## config.mk

```make
export PLATFORM = sky130hd
export DESIGN_NAME = out_of_order_buffer
export DESIGN_NICKNAME = d
export VERILOG_FILES = /design/src/rtl/out_of_order_buffer.sv
export SDC_FILE = /design/constraint.sdc
export NUM_CORES = 1
export LEC_CHECK = 0
export CAP_MARGIN = 10
export CORE_MARGIN = 5
export CORE_UTILIZATION = 40
export CTS_CLUSTER_SIZE = 16
export DETAILED_ROUTE_END_ITERATION = 16
export GPL_TIMING_DRIVEN = 0
export PLACE_DENSITY = 0.63
export SLEW_MARGIN = 20
export SYNTH_ARGS = -nofsm -noshare
export SYNTH_HDL_FRONTEND = slang
export SYNTH_SLANG_ARGS = --single-unit
```

## constraint.sdc

```tcl
create_clock -name clock -period 5.4 [get_ports clock]
set_input_delay 0.81 -clock clock [delete_from_list [all_inputs] [get_ports clock]]
set_output_delay 0.81 -clock clock [all_outputs]
set_load 0.05 [all_outputs]
```

## src/rtl/out_of_order_buffer.sv

```systemverilog
// Slot buffer: writes claim the lowest free slot and report its index; reads
// release any valid slot by index, in any order, with zero-latency data.
module out_of_order_buffer #(
  parameter int WIDTH       = 8,
  parameter int DEPTH       = 8,
  parameter int INDEX_WIDTH = $clog2(DEPTH)
) (
  input  logic                   clock,
  input  logic                   resetn,
  output logic                   full,
  output logic                   empty,
  output logic [INDEX_WIDTH:0]   count,
  input  logic                   write_enable,
  input  logic [WIDTH-1:0]       write_data,
  output logic [INDEX_WIDTH-1:0] write_index,
  input  logic                   read_enable,
  input  logic [INDEX_WIDTH-1:0] read_index,
  output logic [WIDTH-1:0]       read_data,
  output logic                   read_hit,
  output logic                   write_overflow,
  output logic                   read_miss
);

  logic [WIDTH-1:0]       r_mem [DEPTH];
  logic [DEPTH-1:0]       r_valid;
  logic                   r_full;
  logic                   r_empty;
  logic [INDEX_WIDTH:0]   r_count;
  logic                   r_write_overflow;
  logic                   r_read_miss;

  logic [INDEX_WIDTH-1:0] w_write_index;
  logic                   w_write_accept;
  logic                   w_read_accept;
  logic [DEPTH-1:0]       w_write_set;
  logic [DEPTH-1:0]       w_read_clear;
  logic [DEPTH-1:0]       w_valid_next;
  logic [INDEX_WIDTH:0]   w_count_next;

  // Lowest free slot wins; when every slot is valid this falls back to 0.
  always_comb begin
    w_write_index = '0;
    for (int i = DEPTH - 1; i >= 0; i--) begin
      if (!r_valid[i]) w_write_index = INDEX_WIDTH'(i);
    end
  end

  // Write is taken when write_enable && !full; read is taken when
  // read_enable && valid[read_index]. Both use pre-edge state, so they never
  // target the same slot and a freed slot is writable only the next cycle.
  assign w_write_accept = write_enable & ~r_full;
  assign w_read_accept  = read_enable & r_valid[read_index];
  assign w_write_set    = w_write_accept ? (DEPTH'(1) << w_write_index) : '0;
  assign w_read_clear   = w_read_accept  ? (DEPTH'(1) << read_index)    : '0;
  assign w_valid_next   = (r_valid | w_write_set) & ~w_read_clear;

  always_comb begin
    w_count_next = '0;
    for (int i = 0; i < DEPTH; i++) begin
      w_count_next = w_count_next + {{INDEX_WIDTH{1'b0}}, w_valid_next[i]};
    end
  end

  always_ff @(posedge clock) begin
    if (!resetn) begin
      r_valid          <= '0;
      r_full           <= 1'b0;
      r_empty          <= 1'b1;
      r_count          <= '0;
      r_write_overflow <= 1'b0;
      r_read_miss      <= 1'b0;
    end else begin
      r_valid          <= w_valid_next;
      r_full           <= &w_valid_next;
      r_empty          <= ~|w_valid_next;
      r_count          <= w_count_next;
      r_write_overflow <= write_enable & r_full;
      r_read_miss      <= read_enable & ~r_valid[read_index];
    end
  end

  // Payload storage has no reset; a reset cycle also blocks the write.
  always_ff @(posedge clock) begin
    if (resetn && w_write_accept) r_mem[w_write_index] <= write_data;
  end

  assign write_index    = w_write_index;
  assign read_data      = r_mem[read_index];
  assign read_hit       = r_valid[read_index];
  assign full           = r_full;
  assign empty          = r_empty;
  assign count          = r_count;
  assign write_overflow = r_write_overflow;
  assign read_miss      = r_read_miss;

endmodule

```

-- Word-level counts from Yosys, hierarchy flattened
Memory sizes are Yosys's and may differ from the RTL's.
Cells that the tools add are included.
- bits in registers: 16
- output and inout port bits: 20
- input port bits: 15
- memories kept: 1
- word-level logic and storage cells: 44
- memory bits (writable): 64
- shift operators: 2
- $add $sub $neg: 7
- bitwise operators: 9
- reductions and logical operators: 4
- $lt $le $gt $ge: 1
- muxes and demuxes: 14
- memories (name ; depth ; width ; rd ports ; clocked after Yosys merged registers in ; write ports ; RTL line ; text):
    r_mem ; 8 ; 8 ; 1 ; 0 ; 1 ; 24 ; logic [WIDTH-1:0] r_mem [DEPTH];
- operators by type and width (kind ; number):
    $mux 3 ; 8
    $add 4x1->4 ; 4
    $mux 8 ; 2
    $shl 1x3->8 const A ; 2
    $and 8x8->8 ; 1
    $not 8->8 ; 1
    $or 8x8->8 ; 1
    $reduce_and 8->1 ; 1
    $reduce_or 8->1 ; 1
    $add 3x1->4 ; 1
    $and 1x1->1 ; 4
    $lt 3x4->1 const B ; 1
    $add 2x1->3 ; 1
    $bmux 1 s3 ; 1
    $mux 1 ; 3
    $add 1x1->2 ; 1
    $not 1->1 ; 2
    $logic_and 1x1->1 ; 1
    $logic_not 1->1 ; 1

-- Logic depth before layout (Yosys ltp)
- depth in word-level cells: 19
- gate-level depth with buffers: 14
- depth with buffers taken out: 13

-- Worst setup path after synthesis
OpenSTA, ideal clock, no wires.
- kind: input to register
- start point: input port read_index[2]
- end point: register r_count[2] (netlist: count[2])
- arrival time: 3882 ps
- required time: 5285 ps
- buffers on the path: 2
- cell stages on the path: 14
- setup slack: 1403 ps
- library setup time: 115 ps
- cell sequence: clkbuf_1 > buf_2 > nor2_1 > a31oi_1 > fa_1 > inv_1 > fa_1 > fa_1 > inv_1 > ha_1 > inv_1 > fa_1 > xnor2_1 > and2_1
- word-level cells in the longest chain between the ends: 13
- elaborated cells between the ends (all ways): 14
- those cells by class: add/sub: 7; shift: 1; mux: 3; bitwise: 3
- RTL lines (what ; RTL line ; text):
    start: declaration ; 17 ; input logic [INDEX_WIDTH-1:0] read_index,
    $bmux 1 s3 ; 52 ; assign w_read_accept = read_enable & r_valid[read_index];
    $mux 1 (implied by the code) ; 52 ;
    $and 1x1->1 ; 52 ;
    $mux 8 (*) ; 54 ; assign w_read_clear = w_read_accept ? (DEPTH'(1) << read_index) : '0;
    $not 8->8 (*) ; 55 ; assign w_valid_next = (r_valid | w_write_set) & ~w_read_clear;
    $and 8x8->8 (*) ; 55 ;
    named net w_valid_next[1] ; 37 ; logic [DEPTH-1:0] w_valid_next;
    $add 1x1->2 (*) ; 60 ; w_count_next = w_count_next + {{INDEX_WIDTH{1'b0}}, w_valid_next[i]};
    $add 2x1->3 (*) ; 60 ;
    $add 3x1->4 (*) ; 60 ;
    $add 4x1->4 (*) (4 in a row) ; 60 ;
    end signal: assignment ; 76 ; r_count <= w_count_next;
    end: declaration ; 28 ; logic [INDEX_WIDTH:0] r_count;
Mark *: on every way through the listed nets, which the timed path passes. The rest lies on a longest branch. The select of a mux whose other input is x is not followed.
A chain may end at the register's enable or synchronous reset.

-- Final worst setup path
- start point: input port read_index[1]
- end point: output port read_data[3]
- word-level cells in the longest chain between the ends: 1
- RTL lines (what ; RTL line ; text):
    $mem_v2 8x8 ; n/a ;
    end: declaration ; 18 ; output logic [WIDTH-1:0] read_data,
No other way between the ends.

==> metrics.csv <==
stage,metric,value,unit
status,status,finished clean,
sta,Max Freq,0.229,GHz
clock_network,clk slew on worst S/H paths,0.09,ns
synth,asr flop ratio synth,0,%
sta,final setup vio count,0,
setup_path,Worst Path Max Fanout,10,
clock_network,Root Buffer,clkbuf_8,
setup_path,reg2reg end,count[2]$_SDFF_PN0_,
setup_path,critical path type,in2out,
floorplan,row count,34,
power_and_ir_drop,pwr dens,315,nW/um^2
layout,fillers,769,
synth,Post-Syn Area,3480,um^2
power_and_ir_drop,Cell Int Power,0.000996,W
floorplan,die height,103,um
global_route,grt ovf,0,
setup_path,CP Capture Type,output pin,
layout,share of cells above drive strength 1,20.4,%
worst_hold_path,class of the worst hold path,reg2reg,
global_route,initial antenna violation count,0,
setup_path,CP required,4.59,ns
layout,most frequent cells in the layout,"64 x edfxtp_1, 32 x clkdlybuf4s50_1, 17 x mux4_2, 16 x dfxtp_1, 15 x nor2_1",
global_route,Total Routing Usage GR,14.9,%
worst_hold_path,hold path startpoint,full$_SDFF_PN0_,
route,DR vias,1956,
synth,number of flops mapped to enable cells by yosys,64,
route,drt drc,0,
global_route,vias in the first global route,2033,
layout,Antenna Cells,0,
setup_path,reg-to-reg setup timing slack,1.71,ns
synth,sequential-to-total area share from yosys stat,64.3,%
synth,"flops & latches, synth",80,
floorplan,Initial Utilization,40.6,%
layout,NumNets Final,288,
route,Via density,5.19,
sta,Rel. slew slack,37.3,%
clock_network,TritonCTS Buffers,9,
clock_network,clk buf depth,2,
synth,dominant synthesized flop cell,edfxtp_1,
route,DR iter-0 viols,68,
sta,Max Slew Vio Count,0,
setup_path,CP arrival,3.57,ns
sta,Tightest Pin Transition,0.937,ns
power_and_ir_drop,Flop pwr share,51.5,%
layout,area delta synth->final,19.7,%
route,final WL,7130,um
power_and_ir_drop,switching part of the total,24.3,%
clock_network,CTS sink count,80,
sta,Final TNS setup,0,ns
sta,Final Hold Fails,0,
clock_network,CTS tree,done,
setup_path,r2r worst-path depth,13,
floorplan,die area,10700,um^2
sta,min Tclk post-route,4.38,ns
layout,"most common cell after layout, fill and taps aside",edfxtp_1,
floorplan,Die Span X,103,um
clock_network,hold_buf cts,0,
clock_network,post_cts resized,0,
clock_network,Clock Latency Late Sink,0.35,ns
sta,period utilization,81.0,%
floorplan,Ports,35,
placement,Detailed Place HPWL,4760,um
synth,Synth cell types,41,
run,max-cap viol count,0,
synth,Post-Syn Area per Cell,15.8,um^2
route,drt first pass iters,4,
sta,Worst Clk Skew,0.0109,ns
setup_path,reg2reg start,full$_SDFF_PN0_,
route,Antenna Nets Post-Route,0,
power_and_ir_drop,P_sw,0.000319,W
sta,RSZ-0062 raised after global routing,no,
global_route,largest net degree at the start of global routing,17,
power_and_ir_drop,Clock Power Share,38.6,%
power_and_ir_drop,leakage power,1.42,nW
power_and_ir_drop,combinational share of power,9.9,%
synth,syn nets,245,
route,routed length per instance,18.9,um
clock_network,Setup Buffers After CTS,0,
placement,IO Port Bufs,32,
setup_path,Critical Path Start Type,primary input,
placement,Placer Congestion,0.930,
power_and_ir_drop,VDD IR max,0.185,mV
worst_hold_path,Hold Path Cell Cnt,1,
power_and_ir_drop,overall power consumption,0.00131,W
clock_network,H-Tree Depth,3,
worst_hold_path,WHS Endpoint,write_overflow$_SDFF_PN0_,
floorplan,core area,8590,um^2
synth,Cells after Synth,221,
synth,warnings from Yosys,0,
global_route,first-pass GRT wire length,11400,um
## flip-flops by register name, summed over array words and instances, names as in the netlist
name            count
count               4
empty               1
full                1
r_mem              64
r_valid             8
read_miss           1
write_overflow      1
## critical path, stage by stage
cell and delay, ns:
clkdlybuf4s50_1 0.49, buf_2 0.30, clkbuf_1 0.57, mux4_2 0.40, mux2_2 0.29, clkdlybuf4s50_1 0.70
## power by group through the flow
stage                     Combinational (W)  Sequential [W]  Clock [W]
after global placement             0.000130        0.000691          0
after detailed placement           0.000131        0.000692          0
after global routing               0.000140        0.000679   0.000549
after CTS                          0.000132        0.000678   0.000518
after floorplan                   0.0000744        0.000700          0
final                              0.000130        0.000677   0.000508
## worst max path at each step
stage | start | to | cells after the start
global placement | read_index[1] | count[2]$_SDFF_PN0_ | 15
detailed placement | read_index[1] | count[2]$_SDFF_PN0_ | 15
finish | read_index[1] | read_data[3] | 6
floorplan | read_index[2] | count[2]$_SDFF_PN0_ | 14
CTS | read_index[1] | read_data[5] | 6
global route | read_index[1] | read_data[0] | 6
## cell type report
| class | instances | area, um^2 | share of cell area [%] |
|---|---|---|---|
| plain buffers | 8 | 42.5 | 1.02 |
| clock buffers | 9 | 124 | 2.97 |
| clock inverters | 7 | 109 | 2.61 |
| inverters | 10 | 37.5 | 0.900 |
| multi-input cells | 123 | 1160 | 27.9 |
| flip-flops and latches | 80 | 2240 | 53.7 |
| repair buffers | 32 | 320 | 7.68 |
| well taps | 108 | 135 | 3.24 |
## metal layers
layer | track usage (%) | wire length, um | vias to the layer above | part of all wire (%)
li1 | - | - | 927 | -
met2 | 23.0 | 3440 | 34 | 48
met4 | 4.68 | 76 | 0 | 1.1
met3 | 5.16 | 251 | 6 | 3.5
met5 | 0 | 0 | - | 0
met1 | 19.9 | 3360 | 989 | 47
## logic make-up after synthesis
group	Yosys count	share of synthesized area [%]
and+or+nand+nor	65	10.5
AOI/OAI and AO/OA	21	3.88
DFF	80	64.3
adders and majority gates	9	4.09
xor gates and xnor gates	1	0.251
buffers and inverters	18	2.30
muxes	27	14.7
## synthesized netlist by cell type, types with 5 or more instances
cell type,number,share of area (%)
a21oi_1,5,0.72
and2_1,7,1.3
dfxtp_1,16,9.2
edfxtp_1,64,55
ha_1,5,1.8
inv_1,10,1.1
mux2_2,9,2.9
mux4_2,17,11
nand2_1,12,1.3
nand2b_1,5,0.90
nor2_1,15,1.6
o21ai_0,5,0.72
## through the flow
step | cells | hold WS, ns | instance area (um^2) | utilization [%] | setup slack [ns]
2_1_floorplan | 221 | 0.628 | 3480 | - | 1.40
3_3_place_gp | 361 | 0.560 | 3940 | 45.9 | 0.706
3_5_place_dp | 361 | 0.559 | 3940 | 45.9 | 0.661
4_1_cts | 377 | 0.579 | 4170 | 48.6 | 0.996
5_1_grt | 377 | 0.594 | 4170 | 48.6 | 0.876
6_report | 377 | 0.578 | 4170 | 48.6 | 1.02
No activity file was read; power rests on OpenSTA's default activity.
